**config.mk**
```make
export PLATFORM = sky130hd
export DESIGN_NAME = cpu_result_monitor
export DESIGN_NICKNAME = d
export VERILOG_FILES = /design/src/rtl/cpu_result_monitor.sv
export SDC_FILE = /design/constraint.sdc
export NUM_CORES = 1
export LEC_CHECK = 0
export BUFFER_PORTS_ARGS = -buffer_cell sky130_fd_sc_hd__buf_2
export CAP_MARGIN = 40
export CORE_MARGIN = 5
export CORE_UTILIZATION = 45
export DETAILED_ROUTE_END_ITERATION = 10
export PLACE_DENSITY = 0.71
export SYNTH_ARGS = -nofsm -noshare
export SYNTH_HDL_FRONTEND = slang
export SYNTH_SLANG_ARGS = --single-unit
```
**constraint.sdc**
```tcl
create_clock -name clk -period 4.47 [get_ports clk]
set_input_delay 0.6705 -clock clk [delete_from_list [all_inputs] [get_ports clk]]
set_output_delay 0.6705 -clock clk [all_outputs]
set_load 0.02 [all_outputs]
```
**src/rtl/cpu_result_monitor.sv**
```systemverilog
// Flow-controlled consumer of the cpu result handshake: captures each result, re-checks it
// against a reference ALU model and queues the checked record in a small FIFO.
module cpu_result_monitor #(
  parameter int DEPTH = 8,
  parameter int CNT_W = 16
) (
  input  logic                    clk,
  input  logic                    rst,
  input  logic                    result_ready,
  input  logic                    data_out,
  input  logic [7:0]              opcode,
  input  logic signed [7:0]       operand_A_out,
  input  logic signed [7:0]       operand_B_out,
  input  logic signed [7:0]       result_out_cpu,
  input  logic                    carry_out_cpu,
  input  logic                    borrow_out_cpu,
  input  logic [7:0]              pc_out,
  output logic                    next_out,
  input  logic                    rd_en,
  output logic                    rd_valid,
  output logic [7:0]              rd_pc,
  output logic signed [7:0]       rd_result,
  output logic signed [7:0]       rd_expected,
  output logic                    rd_mismatch,
  output logic                    full,
  output logic [CNT_W-1:0]        checked_count,
  output logic [CNT_W-1:0]        error_count,
  output logic [CNT_W-1:0]        drop_count
);

  localparam int DATA_W = 8;
  localparam int AW     = $clog2(DEPTH);

  typedef enum logic [1:0] {IDLE, REQ, CHECK} state_t;

  state_t state, state_nxt;

  logic                     next_out_nxt;
  logic                     capture, drop, push, pop, empty;
  logic [AW:0]              wr_ptr, rd_ptr, count, count_nxt;
  logic [AW-1:0]            rd_idx;

  logic [2:0]               op_p1;
  logic signed [DATA_W-1:0] a_p1, b_p1, res_p1;
  logic                     carry_p1, borrow_p1;
  logic [7:0]               pc_p1;

  logic [DATA_W+1:0]        model;
  logic signed [DATA_W-1:0] exp_res;
  logic                     exp_carry, exp_borrow, mismatch;

  logic [7:0]               pc_mem  [DEPTH];
  logic signed [DATA_W-1:0] res_mem [DEPTH];
  logic signed [DATA_W-1:0] exp_mem [DEPTH];
  logic                     mis_mem [DEPTH];

  logic                     unused_opcode_hi;

  // Reference ALU, returns {carry, borrow, result}
  function automatic logic [DATA_W+1:0] alu_model(input logic [2:0] op,
                                                  input logic [DATA_W-1:0] a,
                                                  input logic [DATA_W-1:0] b);
    logic [DATA_W:0]   sum;
    logic [DATA_W-1:0] r;
    logic              c, bw;
    sum = '0;
    r   = '0;
    c   = 1'b0;
    bw  = 1'b0;
    case (op)
      3'd0: begin
        sum = {1'b0, a} + {1'b0, b};
        r   = sum[DATA_W-1:0];
        c   = sum[DATA_W];
      end
      3'd1: begin
        r  = a - b;
        bw = (a < b);
      end
      3'd2: r = a & b;
      3'd3: r = a | b;
      3'd4: r = a ^ b;
      3'd5: r = ~a;
      3'd6: begin
        r = {a[DATA_W-2:0], 1'b0};
        c = a[DATA_W-1];
      end
      default: begin
        r  = {1'b0, a[DATA_W-1:1]};
        bw = a[0];
      end
    endcase
    return {c, bw, r};
  endfunction

  function automatic logic [CNT_W-1:0] sat_inc(input logic [CNT_W-1:0] c);
    return (&c) ? c : c + 1'b1;
  endfunction

  assign unused_opcode_hi = ^opcode[7:3];

  assign count   = wr_ptr - rd_ptr;
  assign empty   = (wr_ptr == rd_ptr);
  assign full    = (wr_ptr[AW] != rd_ptr[AW]) && (wr_ptr[AW-1:0] == rd_ptr[AW-1:0]);
  assign rd_idx  = rd_ptr[AW-1:0];

  assign capture = (state == REQ) && next_out && result_ready && data_out;
  assign drop    = result_ready && !capture;
  assign pop     = rd_en && !empty;
  assign push    = (state == CHECK) && (!full || pop);

  assign count_nxt = count + {{AW{1'b0}}, push} - {{AW{1'b0}}, pop};

  always_comb begin
    state_nxt    = state;
    next_out_nxt = 1'b0;
    case (state)
      IDLE:    state_nxt = REQ;
      REQ: begin
        if (capture) state_nxt = CHECK;
        next_out_nxt = !capture && (count_nxt != (AW+1)'(DEPTH));
      end
      CHECK:   state_nxt = REQ;
      default: state_nxt = IDLE;
    endcase
  end

  always_ff @(posedge clk) begin
    if (rst) begin
      state         <= IDLE;
      next_out      <= 1'b0;
      wr_ptr        <= '0;
      rd_ptr        <= '0;
      checked_count <= '0;
      error_count   <= '0;
      drop_count    <= '0;
    end else begin
      state    <= state_nxt;
      next_out <= next_out_nxt;
      if (push) begin
        wr_ptr        <= wr_ptr + 1'b1;
        checked_count <= sat_inc(checked_count);
        if (mismatch) error_count <= sat_inc(error_count);
      end
      if (pop)  rd_ptr     <= rd_ptr + 1'b1;
      if (drop) drop_count <= sat_inc(drop_count);
    end
  end

  // Stage p1: inputs latched on an accepted strobe
  always_ff @(posedge clk) begin
    if (capture) begin
      op_p1     <= opcode[2:0];
      a_p1      <= operand_A_out;
      b_p1      <= operand_B_out;
      res_p1    <= result_out_cpu;
      carry_p1  <= carry_out_cpu;
      borrow_p1 <= borrow_out_cpu;
      pc_p1     <= pc_out;
    end
  end

  // CHECK stage: compare against the model and write the record
  assign model      = alu_model(op_p1, a_p1, b_p1);
  assign exp_carry  = model[DATA_W+1];
  assign exp_borrow = model[DATA_W];
  assign exp_res    = model[DATA_W-1:0];
  assign mismatch   = (exp_res != res_p1) || (exp_carry != carry_p1) || (exp_borrow != borrow_p1);

  always_ff @(posedge clk) begin
    if (push) begin
      pc_mem[wr_ptr[AW-1:0]]  <= pc_p1;
      res_mem[wr_ptr[AW-1:0]] <= res_p1;
      exp_mem[wr_ptr[AW-1:0]] <= exp_res;
      mis_mem[wr_ptr[AW-1:0]] <= mismatch;
    end
  end

  assign rd_valid    = !empty;
  assign rd_pc       = rd_valid ? pc_mem[rd_idx]  : '0;
  assign rd_result   = rd_valid ? res_mem[rd_idx] : '0;
  assign rd_expected = rd_valid ? exp_mem[rd_idx] : '0;
  assign rd_mismatch = rd_valid ? mis_mem[rd_idx] : 1'b0;

endmodule

```
### Word level (Yosys, flattened, before mapping)

Memories as Yosys holds them, arrays and structs flattened. A register that Yosys moved wholly into a read port is not among the register bits.
Cells that the tools add are included.

* register bits after elaboration: 96
* bits in latches: 0
* memory bits (writable): 200
* memory bits (read-only): 0
* bits of input ports: 47
* output and inout bits: 76
* logic and storage cells: 97
* memories: 4

Memory list
* exp_mem: words 8, bits a word 8, rd ports 1, clocked after Yosys merged registers in 1, write ports 1, line 54 `logic signed [DATA_W-1:0] exp_mem [DEPTH];`
* pc_mem: words 8, bits a word 8, rd ports 1, clocked after Yosys merged registers in 1, write ports 1, line 52 `logic [7:0] pc_mem [DEPTH];`
* res_mem: words 8, bits a word 8, rd ports 1, clocked after Yosys merged registers in 1, write ports 1, line 53 `logic signed [DATA_W-1:0] res_mem [DEPTH];`
* mis_mem: words 8, bits a word 1, rd ports 1, clocked after Yosys merged registers in 1, write ports 1, line 55 `logic mis_mem [DEPTH];`

* add/subtract/negate cells: 10
* multipliers: 0
* div/mod/pow operators: 0
* order comparisons: 1
* eq/ne operators: 16
* shift-type cells: 0
* mux-type cells: 19
* bitwise operators: 8
* reduce and logical (&&, ||, !) cells: 25

Operators with widths (count)
* $pmux W8 S7: 1
* $add A16 B1 Y16 const B: 3
* $reduce_and A16 Y1: 3
* $mux W3: 8
* $mux W8: 3
* $add A8 B8 Y9: 1
* $eq A3 B3 Y1 const B: 3
* $add A4 B1 Y4 const B: 2
* $and A8 B8 Y8: 1
* $logic_and A1 B1 Y1: 8
* $lt A8 B8 Y1: 1
* $ne A8 B8 Y1: 1
* $not A8 Y8: 1
* $or A8 B8 Y8: 1
* $sub A8 B8 Y8: 1
* $xor A8 B8 Y8: 1
* $eq A3 B2 Y1 const B: 2
* $reduce_or A6 Y1: 1
* $add A4 B1 Y4: 1
* $eq A4 B4 Y1: 1
* $ne A4 B4 Y1 const B: 1
* $not A1 Y1: 4
* $pmux W1 S2: 2
* $pmux W2 S2: 1
* other kinds (17): 27

### Longest topological paths before layout

Gate-level depths: netlist (run 1).

* depth after elaboration: 9
* depth in mapped cells: 13
* mapped depth without buffers: 13

### Least setup slack after synthesis (run 1)

Ideal clock, no wire load.

* path type: reg2reg
* start point: reg wr_ptr[2]
* end point: mem exp_mem[2][0], enable pin
* library setup time: 480 ps
* data arrival time: 3759 ps
* required time: 3990 ps
* slack: 231 ps
* cell stages (with the launch flop): 6
* buffers on the path: 0
* period minus slack after synthesis: 4239 ps
* path through: dfxtp_1 -> inv_1 -> ha_1 -> nand4_1 -> o21ai_1 -> nor4b_1

* longest elaborated chain between the ends: 7
* elaborated cells between the ends (all ways): 10
* classes of those cells: 2 x eq/ne; 2 x mux; 6 x reduce/logical

Ends and longest elaborated chain
* start: declaration: line 40 `logic [AW:0] wr_ptr, rd_ptr, count, count_nxt;`
* start signal: assignment: line 141 `wr_ptr <= wr_ptr + 1'b1;`
* $eq A4 B4 Y1 or $eq A3 B3 Y1 (tied branches): line 103, 104
* $logic_not A1 Y1 or $logic_and A1 B1 Y1 (tied branches): line 109, 104
* $logic_and A1 B1 Y1 or $logic_not A1 Y1 (tied branches): line 109, 110
* $logic_or A1 B1 Y1: line 110 `assign push = (state == CHECK) && (!full || pop);`
* $logic_and A1 B1 Y1: line 110
* $mux W1: line 171 `if (push) begin`
* $mux W1 (not written as such): line 174 `exp_mem[wr_ptr[AW-1:0]] <= exp_res;`
* end: declaration: line 54

Several ways; a longest one is shown, not always the timed one.

### Worst setup path in the final report (run 1)

* start point: reg a_p1[0]
* end point: reg error_count[0]

* longest elaborated chain between the ends: 6
* elaborated cells between the ends (all ways): 16
* classes of those cells: 2 x add/sub; 1 x order compare; 3 x eq/ne; 3 x mux; 4 x bitwise; 3 x reduce/logical

Ends and longest elaborated chain
* start: declaration: line 44 `logic signed [DATA_W-1:0] a_p1, b_p1, res_p1;`
* start signal: assignment: line 154 `a_p1 <= operand_A_out;`
* $sub A8 B8 Y8 (tied with other cells): line 77 `r = a - b;`
* $pmux W8 S7 or $pmux W1 S2 (tied branches): line 70 `case (op)`
* $ne A8 B8 Y1 or $ne A1 B1 Y1 (tied branches): line 168 `assign mismatch = (exp_res != res_p1) || (exp_carry != carry_p1) || (exp_borrow != borrow_p1);`
* $logic_or A1 B1 Y1: line 168
* $logic_or A1 B1 Y1 (*): line 168
* $reduce_and A3 Y1 (no source line) (*)
* end signal: assignment: line 143 `if (mismatch) error_count <= sat_inc(error_count);`
* end: declaration: line 27 `output logic [CNT_W-1:0] error_count,`

Every way passes the cells marked *; elsewhere a longest branch is shown, timed or not.
A chain may end at the register's enable or synchronous reset.

==> impl_metrics.toml, run 1 <==
[power]
clkPwrFrac_pct = 43.6
swShare_pct = 20.51
powerDensity_nw_per_um2 = 360.1
intPower_mw = 4.462
p_seq_share_pct = 53.7
peakVddDrop_uv = 276.4
switchingPower_mw = 1.151
p_comb_share_pct = 2.8
finalPower_mw = 5.614
p_leak_nw = 5.561

[floorplan]
die_w_um = 182.6
floorplan.initialDensity_pct = 45.45
dieHeight_um = 182.6
coreArea_um2 = 29480
io_pins = 123
die_area_um2 = 33330
rows = 63

[clock_network]
cts_root_buf = "clkbuf_16"
cts_buffer_depth = 3
cts_made_buffers = 31
htree_num_levels = 1
clk_pin_slew_ns = 0.06
cts_sinks = 299
clkLatencyLatePin_ns = 0.56
hold_buffers = 0
postCtsResizedCells = 0
postCtsSetupRepairBufs = 0
cts_tree = "done"

[global_routing]
grt_pass1_wl_um = 43780
grt_start_max_net_pins = 44
grt_usage_pct = 16.32
grt_pass1_vias = 8009
grt_antenna_before_repair = 1
gr-total-overflow = 0

[yosys]
yosys_most_used_dff = "edfxtp_1"
ys_ff_latch = 299
syn-instance-count = 945
synthArstFlopShare_pct = 0
yosysSeqAreaShare_pct = 62.38
yosys_warnings = 0
synth.distinct_cells = 65
synth_area_leaders = "edfxtp_1 (53%), dfxtp_1 (9.3%), mux4_2 (8.4%), ha_1 (3.1%), nor2_1 (2.8%)"
yosys.area.top_type = "edfxtp_1"
syn-num-nets = 1030
syn_area_per_cell_um2 = 14.18
synth_edf_count = 237
syn-cell-area_um2 = 13400
netlist.area_leader.share_pct = 53.11

[worst_setup_path]
cp.required_ns = 4.92
endpoint_kind = "flip-flop"
critPathArrivalTime_ns = 4.31
critPathLaunchType = "flip-flop"
crit_type = "flip-flop to flip-flop"
rr_worst_depth = 14
crit_path_max_fanout = 16

[final_layout]
final-seq-area_um2 = 8363
n_antenna_cell = 0
multi_input_area_um2 = 4782
drive_gt1_share_pct = 26.20
instances_no_fill = 1497
fillCellCount = 2456
areaGrowthSynthToFinish_pct = 16.33
nets = 1167

[timing]
finClkSkew_ns = 0.01161
worst_slew_pin_slew_ns = 0.7802
hold_viol_final = 0
finalSetupViolations = 0
fin_crit_sh_pct = 86.40
grt_setup_unrepaired = "no"
post-route-min-period_ns = 3.862
finalSetupTns_ns = 0
slew_viol_final = 0
slew_headroom_pct = 47.92
fmax_ghz = 0.2589

[drt]
vias_per_cell = 5.434
num_vias = 8135
drc = 0
wl_um = 28210
dr.pass1.iters = 5
wl_per_cell_um = 18.84
antenna_left = 0
drtIter0Drc = 581

[placed_design]
dp.cells = 1439
place.gp.congestion = 0.8873
hpwl_um = 17630
numPortBuffers = 117

[status]
status = "complete, no violations"

[min_path]
hp-class = "primary input to flip-flop"
worst_hold_path.num_cells = 1

[flow_run]
maxCapViolCount = 0
-- critical path, cell delays in order (launching register included) --
cell and delay, ns:
edfxtp_1 0.38, inv_1 0.10, ha_1 0.24, fa_1 0.42, o21bai_1 0.23, a2111oi_0 0.17, buf_1 0.17, o211a_1 0.23
or4_1 0.52, nor4_2 0.15, nand4_1 0.16, nor4_4 0.36, buf_12 0.20, a21boi_1 0.11, mux2_2 0.31
-- power by group through the flow --
stage | registers [mW] | logic [mW] | clock network (mW)
floorplan | 3.07 | 0.0990 | 0
global placement | 3.07 | 0.153 | 0
detailed placement | 3.07 | 0.157 | 0
CTS | 3.01 | 0.158 | 2.51
global route | 3.01 | 0.173 | 2.64
finish | 3.01 | 0.156 | 2.45
-- registers in the layout, indices dropped and copies added (netlist names), named ones only --
| name | flops |
|---|---|
| exp_mem | 64 |
| drop_count | 16 |
| wr_ptr | 4 |
| rd_ptr | 4 |
| error_count | 16 |
| op_p1 | 3 |
| b_p1 | 8 |
| next_out | 1 |
| state | 2 |
| mis_mem | 8 |
| a_p1 | 8 |
| res_p1 | 8 |
| pc_p1 | 8 |
| checked_count | 16 |
| pc_mem | 64 |
| res_mem | 64 |
| borrow_p1 | 1 |
| carry_p1 | 1 |
-- placed cells by master (no fill, tap or decap), drive strengths merged, types with 12 or more instances in the layout --
master	Yosys	layout
edfxtp	237	237
buf	14	147
nor2	101	101
dfxtp	62	62
mux4	50	50
nand2	44	44
clkbuf	29	42
inv	35	36
mux2i	34	34
ha	33	33
a21oi	30	30
nor2b	28	28
xor2	26	26
o21ai	26	26
xnor2	21	21
nand3	18	18
nand4	17	17
mux2	17	17
nor3	14	14
clkinv	2	13
and3	12	12
-- routing by layer --
layer  share of wire, %  global-route usage [%]  wire length (um)
met1                 44                   22.32             12390
met3                5.3                   2.352              1490
met2                 49                   27.92             13810
met4                1.8                   3.603               502
met5              0.046                       0                13
-- cell families after synthesis --
group,count (synthesis),share of synthesized area (%)
DFF,299,62.38
and+or+nand+nor,269,10.08
AOI/OAI and AO/OA,111,5.659
muxes,101,12.62
buffers and inverters,80,2.363
xor gates and xnor gates,47,3.072
adders and majority gates,38,3.829
-- Yosys cell counts, drive strengths merged (18+ instances only) --
library cell  number
a21oi             30
clkbuf            29
dfxtp             62
edfxtp           237
ha                33
inv               35
mux2i             34
mux4              50
nand2             44
nand3             18
nor2             101
nor2b             28
o21ai             26
xnor2             21
xor2              26
-- final cells by class --
type | instances | area share, %
clock buffer | 42 | 5.498
clock inverter | 16 | 0.8107
inverter | 37 | 0.8910
multi-input combinational | 566 | 30.68
sequential | 299 | 53.65
tap | 390 | 3.131
timing repair buffer | 147 | 5.338
-- through the flow --
step                      worst slack (ns)  utilization, %  area, um2  hold WS [ns]
after global placement              0.4431           49.43      14570        0.4640
final                               0.6081           52.87      15590        0.2819
after global routing                0.2272           52.87      15590        0.2498
after detailed placement            0.6006           49.54      14600        0.4747
after CTS                           0.6041           52.87      15590        0.2472
after floorplan                     0.2309               -      13400        0.4503
-- worst paths after layout --
path / slack [ns] / endpoint / from
worst max-delay path: 0.61 / error_count[0]$_SDFFE_PP0P_ / a_p1[0]$_DFFE_PP_
worst min-delay path: 0.28 / pc_p1[7]$_DFFE_PP_ / pc_out[7]
worst max register to register: 0.61 / error_count[0]$_SDFFE_PP0P_ / a_p1[0]$_DFFE_PP_
worst min register to register: 0.48 / state[0]$_SDFFE_PP0P_ / state[0]$_SDFFE_PP0P_
No activity file was read; power rests on OpenSTA's default activity.
==> run 2, diff against run 1 <==
Settings changed: RECOVER_POWER set to 100.
==> run 2 against run 1 <==
Compared with the run above:
- the flow now finishes with violations (capacitance limit, slew limit)
- hold slack worse by 0.0025 ns
- die area unchanged
- clock power about the same
- setup slack worse by 0.14 ns
- routed wire length about the same
- total power about the same
- global-route usage unchanged
- non-clock buffer count unchanged
- clock skew up 0.0021 ns
- utilization down 0.72 points
- critical path type unchanged
==> impl_metrics.toml, run 2 (synthesized netlist as in run 1, its figures left out) <==
[status]
status = "finished with violations"
violations = "capacitance limit, slew limit"

[global_routing]
grt_pass1_wl_um = 43780
gr-total-overflow = 0
grt_start_max_net_pins = 44
grt_pass1_vias = 8009
grt_usage_pct = 16.32
grt_antenna_before_repair = 1

[timing]
finClkSkew_ns = 0.01370
worst_slew_pin_slew_ns = 2.512
finalSetupTns_ns = 0
hold_viol_final = 0
slew_viol_final = 243
post-route-min-period_ns = 4.002
finalSetupViolations = 0
slew_headroom_pct = -67.50
fin_crit_sh_pct = 89.54
grt_setup_unrepaired = "no"
fmax_ghz = 0.2499

[clock_network]
cts_made_buffers = 31
cts_tree = "done"
cts_buffer_depth = 3
postCtsSetupRepairBufs = 0
clkLatencyLatePin_ns = 0.56
postCtsResizedCells = 0
hold_buffers = 0
cts_root_buf = "clkbuf_16"
cts_sinks = 299
htree_num_levels = 1
clk_pin_slew_ns = 0.06

[power]
swShare_pct = 20.56
intPower_mw = 4.459
switchingPower_mw = 1.154
peakVddDrop_uv = 276.7
p_leak_nw = 5.181
powerDensity_nw_per_um2 = 365.1
finalPower_mw = 5.614
p_seq_share_pct = 53.7
clkPwrFrac_pct = 43.6
p_comb_share_pct = 2.7

[final_layout]
instances_no_fill = 1497
n_antenna_cell = 0
drive_gt1_share_pct = 16.89
final_common_cell = "edfxtp_1"
nets = 1167
mostFrequentLayoutCells = "edfxtp_1 (237), nor2_1 (99), clkbuf_1 (95)"
areaGrowthSynthToFinish_pct = 14.75
post-route-util_pct = 52.16

[worst_setup_path]
rr_worst_depth = 13
critPathLaunchType = "flip-flop"
cp.required_ns = 4.92
crit_path_max_fanout = 11
worstReg2RegStart = "a_p1[2]$_DFFE_PP_"
r2r_end = "error_count[13]$_SDFFE_PP0P_"
critPathArrivalTime_ns = 4.45
crit_type = "flip-flop to flip-flop"
endpoint_kind = "flip-flop"
rrSetupSlack_ns = 0.47

[min_path]
hp-class = "primary input to flip-flop"
hold_start = "pc_out[7]"
worst_hold_path.num_cells = 1
min_to = "pc_p1[7]$_DFFE_PP_"

[drt]
num_vias = 8108
dr.pass1.iters = 5
wl_um = 28200
wl_per_cell_um = 18.84
drc = 0
vias_per_cell = 5.416
antenna_left = 0
drtIter0Drc = 610

[placed_design]
place.gp.congestion = 0.8873
dp.cells = 1439
hpwl_um = 17630
numPortBuffers = 117

[floorplan]
floorplan.initialDensity_pct = 45.45
coreArea_um2 = 29480
rows = 63
die_w_um = 182.6
die_area_um2 = 33330
io_pins = 123
dieHeight_um = 182.6

[flow_run]
maxCapViolCount = 9
## run 2: changes by cell type in the layout (fill, tap and decap cells not counted), sizes merged
cell,change
buf,-90
clkbuf,+90
## run 2: power groups by stage
| stage | sequential [mW] | clock (mW) | combinational, mW |
|---|---|---|---|
| finish | 3.01 | 2.45 | 0.152 |
| global route | 3.01 | 2.64 | 0.169 |
| CTS | 3.01 | 2.51 | 0.158 |
| detailed placement | 3.07 | 0 | 0.157 |
| global placement | 3.07 | 0 | 0.153 |
| floorplan | 3.07 | 0 | 0.0990 |
## run 2: worst max-delay path by stage
stage                                 from  slack (ns)  depth (start not counted)                      endpoint
floorplan           wr_ptr[2]$_SDFFE_PP0P_        0.23                          5       exp_mem[2][0]$_DFFE_PP_
global placement         a_p1[2]$_DFFE_PP_        0.44                         12   error_count[0]$_SDFFE_PP0P_
detailed placement       a_p1[0]$_DFFE_PP_        0.60                         14   error_count[0]$_SDFFE_PP0P_
CTS                      a_p1[0]$_DFFE_PP_        0.60                         14   error_count[0]$_SDFFE_PP0P_
global route             a_p1[1]$_DFFE_PP_        0.12                         12   error_count[0]$_SDFFE_PP0P_
finish                   a_p1[2]$_DFFE_PP_        0.47                         13  error_count[13]$_SDFFE_PP0P_
## run 2: routing by layer
| metal | vias to the layer above | wire length, um | GRT usage (%) |
|---|---|---|---|
| li1 | 3822 | - | - |
| met1 | 4011 | 12150 | 22.32 |
| met2 | 235 | 13790 | 27.92 |
| met3 | 38 | 1734 | 2.352 |
| met4 | 2 | 503 | 3.603 |
| met5 | - | 12 | 0 |
## run 2: worst max-delay path, stage by stage, from the launching register on
cell and delay [ns]:
edfxtp_1 0.48, inv_1 0.08, ha_1 0.47, nor3_1 0.13
o31ai_1 0.42, a211oi_1 0.14, a211o_1 0.25, xor2_1 0.14
o211ai_1 0.11, clkbuf_1 0.27, xnor2_2 0.59, clkbuf_1 0.35
a21oi_1 0.15, mux2_4 0.31
## run 2: through the flow
stage                     area [um2]  hold WS, ns  setup slack, ns
after CTS                      15590       0.2472           0.6041
after global routing           15380       0.2498           0.1219
final                          15380       0.2794           0.4676
after detailed placement       14600       0.4747           0.6006
after floorplan                13400       0.4503           0.2309
after global placement         14570       0.4640           0.4431
## run 2: layout make-up
cell class,instances,area (um2)
fillers,2532,14100
flip-flops and latches,299,8361
multi-input cells,566,4723
clock buffers,42,857.1
repair buffers,147,681.9
well taps,390,488.0
inverters,37,138.9
clock inverters,16,126.4
==> run 3, diff against run 2 <==
Settings changed: CORE_UTILIZATION 45 to 54, PLACE_DENSITY 0.71 to 0.87.
==> run 3 against run 2 <==
Compared with the run above:
- the run still ends with capacitance limit, slew limit left
- routed wire length increased by 2.2%
- total power up 1.1%
- sequential share of layout area grew 0.41 points
- non-clock buffer count decreased by 4
- final cell count fell by 4.9%
- flip-flop and latch count unchanged
- clock skew decreased by 0.0041 ns
- utilization up 10 points
- count of clock-buffer cells in the layout fell by 10
- combinational power is essentially flat
- setup slack lost 0.046 ns
- largest cell class unchanged
==> impl_metrics.toml, run 3 (synthesized netlist as in run 1, its figures left out) <==
[timing]
worst_slew_pin_slew_ns = 2.477
slew_viol_final = 295
finClkSkew_ns = 0.009643
fin_crit_sh_pct = 90.57
finalSetupViolations = 0
fmax_ghz = 0.2470
hold_viol_final = 0
layout_setup_ws_ns = 0.4214
post-route-min-period_ns = 4.049
grt_setup_unrepaired = "no"
finalSetupTns_ns = 0
slew_headroom_pct = -65.14

[clock_network]
cts_root_buf = "clkbuf_16"
htree_num_levels = 1
cts_made_buffers = 29
postCtsResizedCells = 0
cts_tree = "done"
hold_buffers = 0
clkLatencyLatePin_ns = 0.55
postCtsSetupRepairBufs = 0
cts_sinks = 299
clk_pin_slew_ns = 0.06
cts_buffer_depth = 3

[status]
status = "finished with violations"
violations = "capacitance limit, slew limit"

[worst_setup_path]
endpoint_kind = "flip-flop"
critPathArrivalTime_ns = 4.49
crit_path_max_fanout = 16
crit_start = "a_p1[1]$_DFFE_PP_"
critPathLaunchType = "flip-flop"
crit_type = "flip-flop to flip-flop"
cp.required_ns = 4.91
worstReg2RegStart = "a_p1[1]$_DFFE_PP_"

[power]
peakVddDrop_uv = 375.1
powerDensity_nw_per_um2 = 371.9
finalPower_mw = 5.678
p_leak_nw = 5.147

[global_routing]
grt_pass1_wl_um = 45510
grt_pass1_vias = 8301
grt_usage_pct = 20.30
gr-total-overflow = 0
grt_start_max_net_pins = 48
grt_antenna_before_repair = 0

[drt]
met1_length_um = 11830
drtIter0Drc = 703
met3_length_um = 1527
drc = 0
num_vias = 8229
wl_per_cell_um = 20.24
route.top_layer_used = "met4"
vias_per_cell = 5.783
route.met2.wl_um = 14770
dr.pass1.iters = 5
antenna_left = 0
wl_um = 28800

[final_layout]
final_common_cell = "edfxtp_1"
nets = 1161
instances_no_fill = 1423
drive_gt1_share_pct = 15.56
mostFrequentLayoutCells = "edfxtp_1 (237), nor2_1 (99), clkbuf_1 (97)"
areaGrowthSynthToFinish_pct = 13.93
n_antenna_cell = 0
fillCellCount = 1837

[min_path]
hold_start = "operand_A_out[7]"
hp-class = "primary input to flip-flop"

[floorplan]
die_w_um = 167.5
die_area_um2 = 28060
floorplan.initialDensity_pct = 54.93
dieHeight_um = 167.5
rows = 57
io_pins = 123
coreArea_um2 = 24390

[placed_design]
place_ws_ns = 0.3867
hpwl_um = 18260
place.gp.congestion = 0.9150
numPortBuffers = 117
dp.cells = 1367

[flow_run]
maxCapViolCount = 10
-- run 3: changes by cell type in the layout (fill, tap and decap cells not counted), sizes merged --
cell and delta:
bufinv +4, buf -8, clkbuf -6, clkinv +3, clkinvlp -2, inv +1
-- run 3: final cells by class --
| cell class | count | area (um2) | area share (%) |
|---|---|---|---|
| Sequential cell | 299 | 8363 | 54.78 |
| Multi-Input combinational cell | 566 | 4708 | 30.84 |
| Clock buffer | 32 | 737.0 | 4.827 |
| Timing Repair Buffer | 143 | 653.1 | 4.278 |
| Tap cell | 324 | 405.4 | 2.656 |
| Clock inverter | 22 | 260.3 | 1.705 |
| Inverter | 37 | 138.9 | 0.9098 |
-- run 3: final timing paths --
path	slack (ns)	cells past startpoint	end
setup / recovery	0.42	12	error_count[0]$_SDFFE_PP0P_
hold / removal	0.30	1	a_p1[7]$_DFFE_PP_
setup reg to reg	0.42	12	error_count[0]$_SDFFE_PP0P_
hold reg to reg	0.52	1	state[0]$_SDFFE_PP0P_
-- run 3: per-stage QoR --
| step | hold slack, ns | util (%) | cell area (um2) |
|---|---|---|---|
| floorplan | 0.4503 | - | 13400 |
| global placement | 0.4642 | 59.17 | 14430 |
| detailed placement | 0.4992 | 59.38 | 14480 |
| CTS | 0.2716 | 63.47 | 15480 |
| global route | 0.2709 | 62.59 | 15270 |
| finish | 0.2963 | 62.59 | 15270 |
-- run 3: power by group --
group	switching, mW	total [mW]	leakage [nW]	internal (mW)
logic	0.0941	0.154	2.05	0.0595
registers	0.0178	3.01	2.61	2.99
clock network	1.02	2.51	0.487	1.49
-- run 3: worst max-delay path: stages (launching register included) --
cell	delay [ns]
edfxtp_1	0.50
inv_1	0.19
ha_1	0.38
nor3_1	0.27
o31ai_1	0.15
a31o_2	0.27
a2111oi_0	0.41
o22ai_1	0.41
xor2_1	0.34
nor4_4	0.05
buf_4	0.20
a21boi_0	0.36
mux2_2	0.38
-- run 3: metal layers --
layer | track usage, % | vias up
met2 | 35.26 | 255
li1 | - | 3827
met4 | 4.799 | 0
met3 | 3.065 | 49
met1 | 27.27 | 4098
met5 | 0 | -
